--- src/rtl/datapath_core_pkg.sv ---
// Shared constants for the datapath: control-word bit positions, flag positions,
// default widths and the one-hot ALU operation encoding.
package datapath_core_pkg;

  localparam int unsigned DATA_W_DEF = 16;
  localparam int unsigned ADDR_W_DEF = 8;
  localparam int unsigned CTRL_W     = 32;

  localparam int unsigned CTRL_CU0      = 0;
  localparam int unsigned CTRL_CU1      = 1;
  localparam int unsigned CTRL_CU2      = 2;
  localparam int unsigned CTRL_MEM_RD   = 3;
  localparam int unsigned CTRL_IR_LD    = 4;
  localparam int unsigned CTRL_MAR_MBR  = 5;
  localparam int unsigned CTRL_PC_INC   = 6;
  localparam int unsigned CTRL_BR_LD    = 7;
  localparam int unsigned CTRL_ACC_CLR  = 8;
  localparam int unsigned CTRL_ADD      = 9;
  localparam int unsigned CTRL_MAR_PC   = 10;
  localparam int unsigned CTRL_MEM_WR   = 11;
  localparam int unsigned CTRL_MBR_ACC  = 12;
  localparam int unsigned CTRL_SUB      = 13;
  localparam int unsigned CTRL_PC_MBR   = 14;
  localparam int unsigned CTRL_MUL      = 15;
  localparam int unsigned CTRL_DIV      = 16;
  localparam int unsigned CTRL_SHL      = 17;
  localparam int unsigned CTRL_SHR      = 18;
  localparam int unsigned CTRL_AND      = 19;
  localparam int unsigned CTRL_OR       = 20;
  localparam int unsigned CTRL_NOT      = 21;

  localparam int unsigned FLAG_ZF = 3;
  localparam int unsigned FLAG_CF = 2;
  localparam int unsigned FLAG_OF = 1;
  localparam int unsigned FLAG_SF = 0;

  // ALU op vector, ordered so that bit 0 is the lowest-numbered control bit.
  localparam int unsigned ALU_ADD = 0;
  localparam int unsigned ALU_SUB = 1;
  localparam int unsigned ALU_MUL = 2;
  localparam int unsigned ALU_DIV = 3;
  localparam int unsigned ALU_SHL = 4;
  localparam int unsigned ALU_SHR = 5;
  localparam int unsigned ALU_AND = 6;
  localparam int unsigned ALU_OR  = 7;
  localparam int unsigned ALU_NOT = 8;
  localparam int unsigned ALU_OPS = 9;

  typedef logic [ALU_OPS-1:0] alu_op_t;

  function automatic alu_op_t alu_req(input logic [CTRL_W-1:0] ctrl);
    return {ctrl[CTRL_NOT:CTRL_MUL], ctrl[CTRL_SUB], ctrl[CTRL_ADD]};
  endfunction

endpackage

--- src/rtl/datapath_core_if.sv ---
// Control-word and main-memory bus between the control unit/memory (master)
// and the datapath (slave).
interface datapath_core_if
  import datapath_core_pkg::*;
#(
  parameter int unsigned DATA_W = DATA_W_DEF,
  parameter int unsigned ADDR_W = ADDR_W_DEF
);
  logic [CTRL_W-1:0] ctrl;
  logic [DATA_W-1:0] mem_rdata;
  logic [ADDR_W-1:0] mem_addr;
  logic              mem_rd;
  logic              mem_we;
  logic [DATA_W-1:0] mem_wdata;

  modport master (
    output ctrl, mem_rdata,
    input  mem_addr, mem_rd, mem_we, mem_wdata
  );

  modport slave (
    input  ctrl, mem_rdata,
    output mem_addr, mem_rd, mem_we, mem_wdata
  );
endinterface

--- src/rtl/datapath_core_alu_core.sv ---
// Combinational ALU: one-hot op in, result and {ZF, CF, OF, SF} out.
module alu_core
  import datapath_core_pkg::*;
#(
  parameter int unsigned DATA_W = DATA_W_DEF
) (
  input  logic [DATA_W-1:0] i_acc,
  input  logic [DATA_W-1:0] i_br,
  input  alu_op_t           i_op,
  output logic [DATA_W-1:0] o_result,
  output logic [3:0]        o_flags,
  output logic              o_result_valid
);
  localparam int unsigned MSB = DATA_W - 1;

  logic [DATA_W:0]     w_sum, w_diff, w_shl, w_shr;
  logic [2*DATA_W-1:0] w_prod;
  logic [DATA_W-1:0]   w_den, w_quot, w_res;
  logic [4:0]          w_amt;
  logic                w_div_zero, w_div_ovf, w_cf, w_of;

  assign w_sum  = {1'b0, i_acc} + {1'b0, i_br};
  assign w_diff = {1'b0, i_acc} - {1'b0, i_br};
  assign w_prod = $signed(i_acc) * $signed(i_br);

  assign w_div_zero = (i_br == '0);
  assign w_div_ovf  = (i_acc == {1'b1, {(DATA_W-1){1'b0}}}) && (&i_br);
  assign w_den      = w_div_zero ? {{(DATA_W-1){1'b0}}, 1'b1} : i_br;
  assign w_quot     = $signed(i_acc) / $signed(w_den);

  // The extra bit catches the last bit shifted out; amounts past DATA_W leave it 0.
  assign w_amt = i_br[4:0];
  assign w_shl = {1'b0, i_acc} << w_amt;
  assign w_shr = {i_acc, 1'b0} >> w_amt;

  always_comb begin
    w_res = i_acc;
    w_cf  = 1'b0;
    w_of  = 1'b0;
    unique case (1'b1)
      i_op[ALU_ADD]: begin
        w_res = w_sum[MSB:0];
        w_cf  = w_sum[DATA_W];
        w_of  = (i_acc[MSB] == i_br[MSB]) && (w_sum[MSB] != i_acc[MSB]);
      end
      i_op[ALU_SUB]: begin
        w_res = w_diff[MSB:0];
        w_cf  = w_diff[DATA_W];
        w_of  = (i_acc[MSB] != i_br[MSB]) && (w_diff[MSB] != i_acc[MSB]);
      end
      i_op[ALU_MUL]: begin
        w_res = w_prod[MSB:0];
        w_of  = (w_prod[2*DATA_W-1:DATA_W] != {DATA_W{w_prod[MSB]}});
      end
      i_op[ALU_DIV]: begin
        if (w_div_zero) begin
          w_of = 1'b1;
        end else if (w_div_ovf) begin
          w_res = i_acc;
          w_of  = 1'b1;
        end else begin
          w_res = w_quot;
        end
      end
      i_op[ALU_SHL]: begin
        w_res = w_shl[MSB:0];
        w_cf  = w_shl[DATA_W];
      end
      i_op[ALU_SHR]: begin
        w_res = w_shr[DATA_W:1];
        w_cf  = w_shr[0];
      end
      i_op[ALU_AND]: w_res = i_acc & i_br;
      i_op[ALU_OR]:  w_res = i_acc | i_br;
      i_op[ALU_NOT]: w_res = ~i_br;
      default: ;
    endcase
  end

  always_comb begin
    o_flags          = '0;
    o_flags[FLAG_ZF] = (w_res == '0);
    o_flags[FLAG_CF] = w_cf;
    o_flags[FLAG_OF] = w_of;
    o_flags[FLAG_SF] = w_res[MSB];
  end

  assign o_result       = w_res;
  assign o_result_valid = |i_op;

endmodule

--- src/rtl/datapath_core.sv ---
// Register-transfer datapath driven one control word per cycle by the
// microprogrammed control unit; owns PC, MAR, MBR, IR, BR, ACC and the flags.
module datapath_core
  import datapath_core_pkg::*;
#(
  parameter int unsigned DATA_W = DATA_W_DEF,
  parameter int unsigned ADDR_W = ADDR_W_DEF
) (
  input  logic              clk,
  input  logic              rst_n,
  datapath_core_if.slave    bus,
  output logic [7:0]        IR_out,
  output logic [3:0]        ALUflags,
  output logic [DATA_W-1:0] acc_out,
  output logic [ADDR_W-1:0] pc_out,
  output logic              ctrl_err
);
  logic [ADDR_W-1:0] r_pc, r_mar, w_pc_d, w_mar_d;
  logic [DATA_W-1:0] r_mbr, r_br, r_acc, w_mbr_d, w_br_d, w_acc_d;
  logic [7:0]        r_ir, w_ir_d;
  logic [3:0]        r_flags, w_flags_d, w_alu_flags;
  logic              r_ctrl_err, w_conflict;
  logic [CTRL_W-1:0] w_c;
  alu_op_t           w_alu_req, w_alu_op;
  logic [DATA_W-1:0] w_alu_res;
  logic              w_alu_valid, w_alu_multi;
  logic              w_unused_ctrl;

  assign w_c           = bus.ctrl;
  assign w_unused_ctrl = ^{w_c[CTRL_CU2:CTRL_CU0], w_c[CTRL_W-1:CTRL_NOT+1]};

  // Lowest-numbered requested op wins; C8 suppresses the ALU entirely.
  assign w_alu_req   = w_c[CTRL_ACC_CLR] ? '0 : alu_req(w_c);
  assign w_alu_op    = w_alu_req & (~w_alu_req + 1'b1);
  assign w_alu_multi = (w_alu_req & (w_alu_req - 1'b1)) != '0;

  alu_core #(
    .DATA_W (DATA_W)
  ) u_alu (
    .i_acc          (r_acc),
    .i_br           (r_br),
    .i_op           (w_alu_op),
    .o_result       (w_alu_res),
    .o_flags        (w_alu_flags),
    .o_result_valid (w_alu_valid)
  );

  always_comb begin
    w_mbr_d   = r_mbr;
    w_mar_d   = r_mar;
    w_pc_d    = r_pc;
    w_ir_d    = r_ir;
    w_br_d    = r_br;
    w_acc_d   = r_acc;
    w_flags_d = r_flags;

    if (w_c[CTRL_MBR_ACC])     w_mbr_d = r_acc;
    else if (w_c[CTRL_MEM_RD]) w_mbr_d = bus.mem_rdata;

    if (w_c[CTRL_MAR_PC])       w_mar_d = r_pc;
    else if (w_c[CTRL_MAR_MBR]) w_mar_d = r_mbr[ADDR_W-1:0];

    if (w_c[CTRL_PC_MBR])      w_pc_d = r_mbr[ADDR_W-1:0];
    else if (w_c[CTRL_PC_INC]) w_pc_d = r_pc + 1'b1;

    if (w_c[CTRL_IR_LD]) w_ir_d = r_mbr[DATA_W-1 -: 8];
    if (w_c[CTRL_BR_LD]) w_br_d = r_mbr;

    if (w_c[CTRL_ACC_CLR]) begin
      w_acc_d = '0;
    end else if (w_alu_valid) begin
      w_acc_d   = w_alu_res;
      w_flags_d = w_alu_flags;
    end
  end

  assign w_conflict = (w_c[CTRL_MEM_RD]  & w_c[CTRL_MBR_ACC]) |
                      (w_c[CTRL_MAR_MBR] & w_c[CTRL_MAR_PC])  |
                      (w_c[CTRL_PC_INC]  & w_c[CTRL_PC_MBR])  |
                      w_alu_multi;

  always_ff @(posedge clk or negedge rst_n) begin
    if (!rst_n) begin
      r_pc       <= '0;
      r_mar      <= '0;
      r_mbr      <= '0;
      r_ir       <= '0;
      r_br       <= '0;
      r_acc      <= '0;
      r_flags    <= '0;
      r_ctrl_err <= 1'b0;
    end else begin
      r_pc       <= w_pc_d;
      r_mar      <= w_mar_d;
      r_mbr      <= w_mbr_d;
      r_ir       <= w_ir_d;
      r_br       <= w_br_d;
      r_acc      <= w_acc_d;
      r_flags    <= w_flags_d;
      r_ctrl_err <= r_ctrl_err | w_conflict;
    end
  end

  assign bus.mem_addr  = r_mar;
  assign bus.mem_wdata = r_mbr;
  assign bus.mem_rd    = w_c[CTRL_MEM_RD];
  assign bus.mem_we    = w_c[CTRL_MEM_WR];

  assign IR_out   = r_ir;
  assign ALUflags = r_flags;
  assign acc_out  = r_acc;
  assign pc_out   = r_pc;
  assign ctrl_err = r_ctrl_err;

endmodule

--- src/flat_wrapper.sv ---
// flat-port wrapper written by rule: the top's interface ports become plain ports
module datapath_core_flat import datapath_core_pkg::*;
#(
  parameter int unsigned DATA_W = DATA_W_DEF,
  parameter int unsigned ADDR_W = ADDR_W_DEF
)
  (clk, rst_n, IR_out, ALUflags, acc_out, pc_out, ctrl_err, bus_ctrl, bus_mem_rdata, bus_mem_addr, bus_mem_rd, bus_mem_we, bus_mem_wdata);
  datapath_core_if #(.DATA_W(DATA_W), .ADDR_W(ADDR_W)) bus_i ();
  input  logic clk;
  input  logic rst_n;
  output logic [7:0] IR_out;
  output logic [3:0] ALUflags;
  output logic [DATA_W-1:0] acc_out;
  output logic [ADDR_W-1:0] pc_out;
  output logic ctrl_err;
  input wire logic [$bits(bus_i.ctrl)-1:0] bus_ctrl;
  input wire logic [$bits(bus_i.mem_rdata)-1:0] bus_mem_rdata;
  output wire logic [$bits(bus_i.mem_addr)-1:0] bus_mem_addr;
  output wire logic [$bits(bus_i.mem_rd)-1:0] bus_mem_rd;
  output wire logic [$bits(bus_i.mem_we)-1:0] bus_mem_we;
  output wire logic [$bits(bus_i.mem_wdata)-1:0] bus_mem_wdata;
  assign bus_i.ctrl = bus_ctrl;
  assign bus_i.mem_rdata = bus_mem_rdata;
  assign bus_mem_addr = bus_i.mem_addr;
  assign bus_mem_rd = bus_i.mem_rd;
  assign bus_mem_we = bus_i.mem_we;
  assign bus_mem_wdata = bus_i.mem_wdata;
  datapath_core #(.DATA_W(DATA_W), .ADDR_W(ADDR_W)) u_core (.clk(clk), .rst_n(rst_n), .bus(bus_i), .IR_out(IR_out), .ALUflags(ALUflags), .acc_out(acc_out), .pc_out(pc_out), .ctrl_err(ctrl_err));
endmodule
--- config.mk ---
export PLATFORM = sky130hd
export DESIGN_NAME = datapath_core_flat
export DESIGN_NICKNAME = d
export VERILOG_FILES = /design/src/rtl/datapath_core_pkg.sv /design/src/rtl/datapath_core_if.sv /design/src/rtl/datapath_core_alu_core.sv /design/src/rtl/datapath_core.sv /design/src/flat_wrapper.sv
export SDC_FILE = /design/constraint.sdc
export NUM_CORES = 2
export LEC_CHECK = 0
export BUFFER_PORTS_ARGS = -buffer_cell sky130_fd_sc_hd__buf_2
export CELL_PAD_IN_SITES_DETAIL_PLACEMENT = 1
export CELL_PAD_IN_SITES_GLOBAL_PLACEMENT = 2
export CORE_ASPECT_RATIO = 0.5
export CORE_MARGIN = 3
export CORE_UTILIZATION = 30
export DETAILED_ROUTE_END_ITERATION = 8
export PLACE_DENSITY = 0.77
export SYNTH_ARGS = -nofsm -noshare
export SYNTH_HDL_FRONTEND = slang
export SYNTH_SLANG_ARGS = --single-unit
export TNS_END_PERCENT = 20
--- constraint.sdc ---
create_clock -name clk -period 33.3 [get_ports clk]
set_input_delay 9.99 -clock clk [delete_from_list [all_inputs] [get_ports clk]]
set_output_delay 9.99 -clock clk [all_outputs]
set_load 0.05 [all_outputs]
==> results_dict.tcl <==
set metrics [dict create \
    synth_enable_flop_cells 0 \
    rr_worst_depth 144 \
    synth_top_flop_cell "sky130_fd_sc_hd__dfrtp_1" \
    layout-drive-gt1-share 0.142 \
    initial_utilization 0.305 \
    slew_headroom 0.182 \
    grt_antenna_before_repair 5 \
    synth_most_common_cell "sky130_fd_sc_hd__inv_1" \
    critical_path.max_fanout 17 \
    fin_setup_tns_ps 0 \
    final_hold_vio_count 0 \
    startpoint_type_of_the_worst_setup_path "flop" \
    wire_per_inst_um 25.5 \
    synth_top_cell_area_share 0.205 \
    yosys.area_share.xor_xnor 0.0496 \
    layout_min_cycle_time_ps 31630 \
    clkTransAtPathRegs_ps 60 \
    drc_errors 0 \
    finalSetupViolations 0 \
    grt_pass1_wl_um 174000 \
    outcome "completed" \
    tritoncts_clock_tree "yes" \
    netlist_area_sq_um 25800 \
    holdPathStages 2 \
    syn-num-nets 3881 \
    ys_types 105 \
    post_synthesis_mux_area_share 0.0536 \
    synth.ff_latch_count 77 \
    detailed_place_hpwl_um 89900 \
    timing.critical_path.to_type "flop" \
    number_of_violations_of_the_max_capacitance_limit 0 \
    transition_at_the_pin_with_the_smallest_max_transition_slack_ps 1220 \
    ios 113 \
    synth-compound-area-share 0.205 \
    final.period_utilization 0.950 \
    synth_top_family_by_area "adder cells" \
    synth_cells 3294 \
    critical_path.slowest_cell "sky130_fd_sc_hd__or4_1" \
    r2r_slack_ps 1670 \
    synth_area_in_simple_gates 0.195 \
    critPathMostFrequentCell "sky130_fd_sc_hd__ha_1" \
    max_freq_mhz 31.6 \
    finalWirelength_um 116000 \
    criticalPathCategory "flop to flop" \
    clock_sinks 77 \
    ranking_of_synthesized_cells_by_instance_count "sky130_fd_sc_hd__inv_1 (393), sky130_fd_sc_hd__nor2_1 (374), sky130_fd_sc_hd__nand2_1 (288)" \
    post_route_cell_area_sq_um 29100 \
    placementRows 75 \
    grt_start_max_net_pins 78 \
    vias 26100 \
    gp_congestion 0.934 \
    post_place_instance_area_sq_um 28200 \
    ys_top_cells_by_area "sky130_fd_sc_hd__fa_1 (21%), sky130_fd_sc_hd__ha_1 (13%), sky130_fd_sc_hd__dfrtp_1 (7.5%)" \
    syn-mean-instance-area_sq_um 7.82 \
    first_global_vias 27200 \
    first_iter_violations 2143 \
    cts_hold_buf 0 \
    data_arrival_critical_path_ps 31910 \
    dieHeight_um 213 \
    fillCellCount 10200 \
    clock_buffers_created_by_tritoncts 9 \
    final-seq-area_sq_um 1930 \
    area_growth_pct 13.2 \
    net_count_reported_at_finish 4006 \
    buffer_ports.inserted 97 \
    gr-usage-all-layers 0.254 \
    final_core_util 0.345 \
    insertion_delay_ps 340 \
    full_die_area_sq_um 89600 \
    multi_input_area_sq_um 22100 \
    synth.largest_area_cell "sky130_fd_sc_hd__fa_1" \
    synth_adder_area_share 0.338 \
    asyncSetResetFlopFracSynth 1.00 \
    critical-path-max-stage-delay_ps 600 \
    worst_min_path_class "flop to flop" \
    cts_root_buffer_type "sky130_fd_sc_hd__clkbuf_16" \
    via_per_inst 5.75 \
    final_max_slew_viol_count 0 \
    grt_overflow_total 0 \
    first_pass_iters 6 \
    ys_warn_count 0 \
    hold-worst-slack_ps 502 \
    ys_seq_area_frac 0.0748 \
    clock_tree.htree_level_count 3 \
    finClkSkew_ps 7.49 \
    core_region_area_sq_um 84500 \
    die_w_um 420 \
    critPathRequiredTime_ps 33580 \
    route.antenna.remaining_nets 0 \
    clock_tree.buffer_depth 2 \
]
critical path: cells and delay by family (launching register included):
family | cells | cell delay [ps]
buf+inv | 15 | 2360
simple gates | 47 | 9440
fa+ha+maj | 17 | 4950
flops | 1 | 380
mux | 7 | 2120
compound gates | 58 | 12270
worst paths after layout:
| kind | start | to |
|---|---|---|
| setup / recovery | u_core.r_br[13]$_DFFE_PN0P_ | u_core.ALUflags[3]$_DFFE_PN0P_ |
| hold / removal | u_core.ctrl_err$_DFF_PN0_ | u_core.ctrl_err$_DFF_PN0_ |
| setup reg to reg | u_core.r_br[13]$_DFFE_PN0P_ | u_core.ALUflags[3]$_DFFE_PN0P_ |
| hold reg to reg | u_core.ctrl_err$_DFF_PN0_ | u_core.ctrl_err$_DFF_PN0_ |
| max in group asynchronous | rst_n | u_core.acc_out[15]$_DFFE_PN0P_ |
| min in group asynchronous | rst_n | u_core.IR_out[6]$_DFFE_PN0P_ |
final cells by class:
type | count | area share
Sequential cell | 77 | 0.0662
Clock buffer | 10 | 0.00820
Tap cell | 1116 | 0.0479
Antenna cell | 1 | 0.0000859
Timing Repair Buffer | 273 | 0.0626
Multi-Input combinational cell | 2651 | 0.759
Inverter | 407 | 0.0524
Clock inverter | 5 | 0.00369
through the flow:
step | worst slack, ps | std cells
floorplan | 2120 | 3294
global placement | -689 | 4499
detailed placement | -1380 | 4499
CTS | 2.24 | 4517
global route | -112 | 4539
finish | 1670 | 4540
timing repair:
item	4_1_cts	5_1_grt
setup buffers	3	20
gates resized for setup	21	71
cloned	0	2
hold endpoints to repair	0	0
pin swaps	1	17
setup endpoints to repair	18	18
layer usage:
metal	global-route usage	wire length [um]	vias to the layer above
met5	0	28	-
met1	0.358	52700	13400
met2	0.410	52200	870
met4	0.0714	3610	4
met3	0.0329	7300	200
li1	-	-	11700
cell usage in the layout (no fill, tap or decap), drive strengths merged, types with 76 or more instances in the layout:
cell   Yosys  final
nor2     374    374
ha       273    273
nor3      76     76
a21oi    186    186
fa       264    264
xnor2     94     94
inv      396    397
dfrtp     77     77
nand2    288    288
o21ai    174    174
buf       38    273
state kept, by name, indices dropped and copies added (netlist names):
name and cells:
u_core.pc_out 8, u_core.bus.mem_wdata 16, u_core.r_br 16, u_core.ALUflags 4, u_core.acc_out 16, u_core.ctrl_err 1
u_core.IR_out 8, u_core.bus.mem_addr 8
cell families after synthesis:
logic type                 Yosys count
and+or+nand+nor                   1064
AOI/OAI and AO/OA                  788
buffers and inverters              567
adders and majority gates          538
xor gates and xnor gates           145
muxes                              115
DFF                                 77
Power is not shown: default switching activity piles up to over one toggle a cycle in this logic, so the estimate is an artifact.
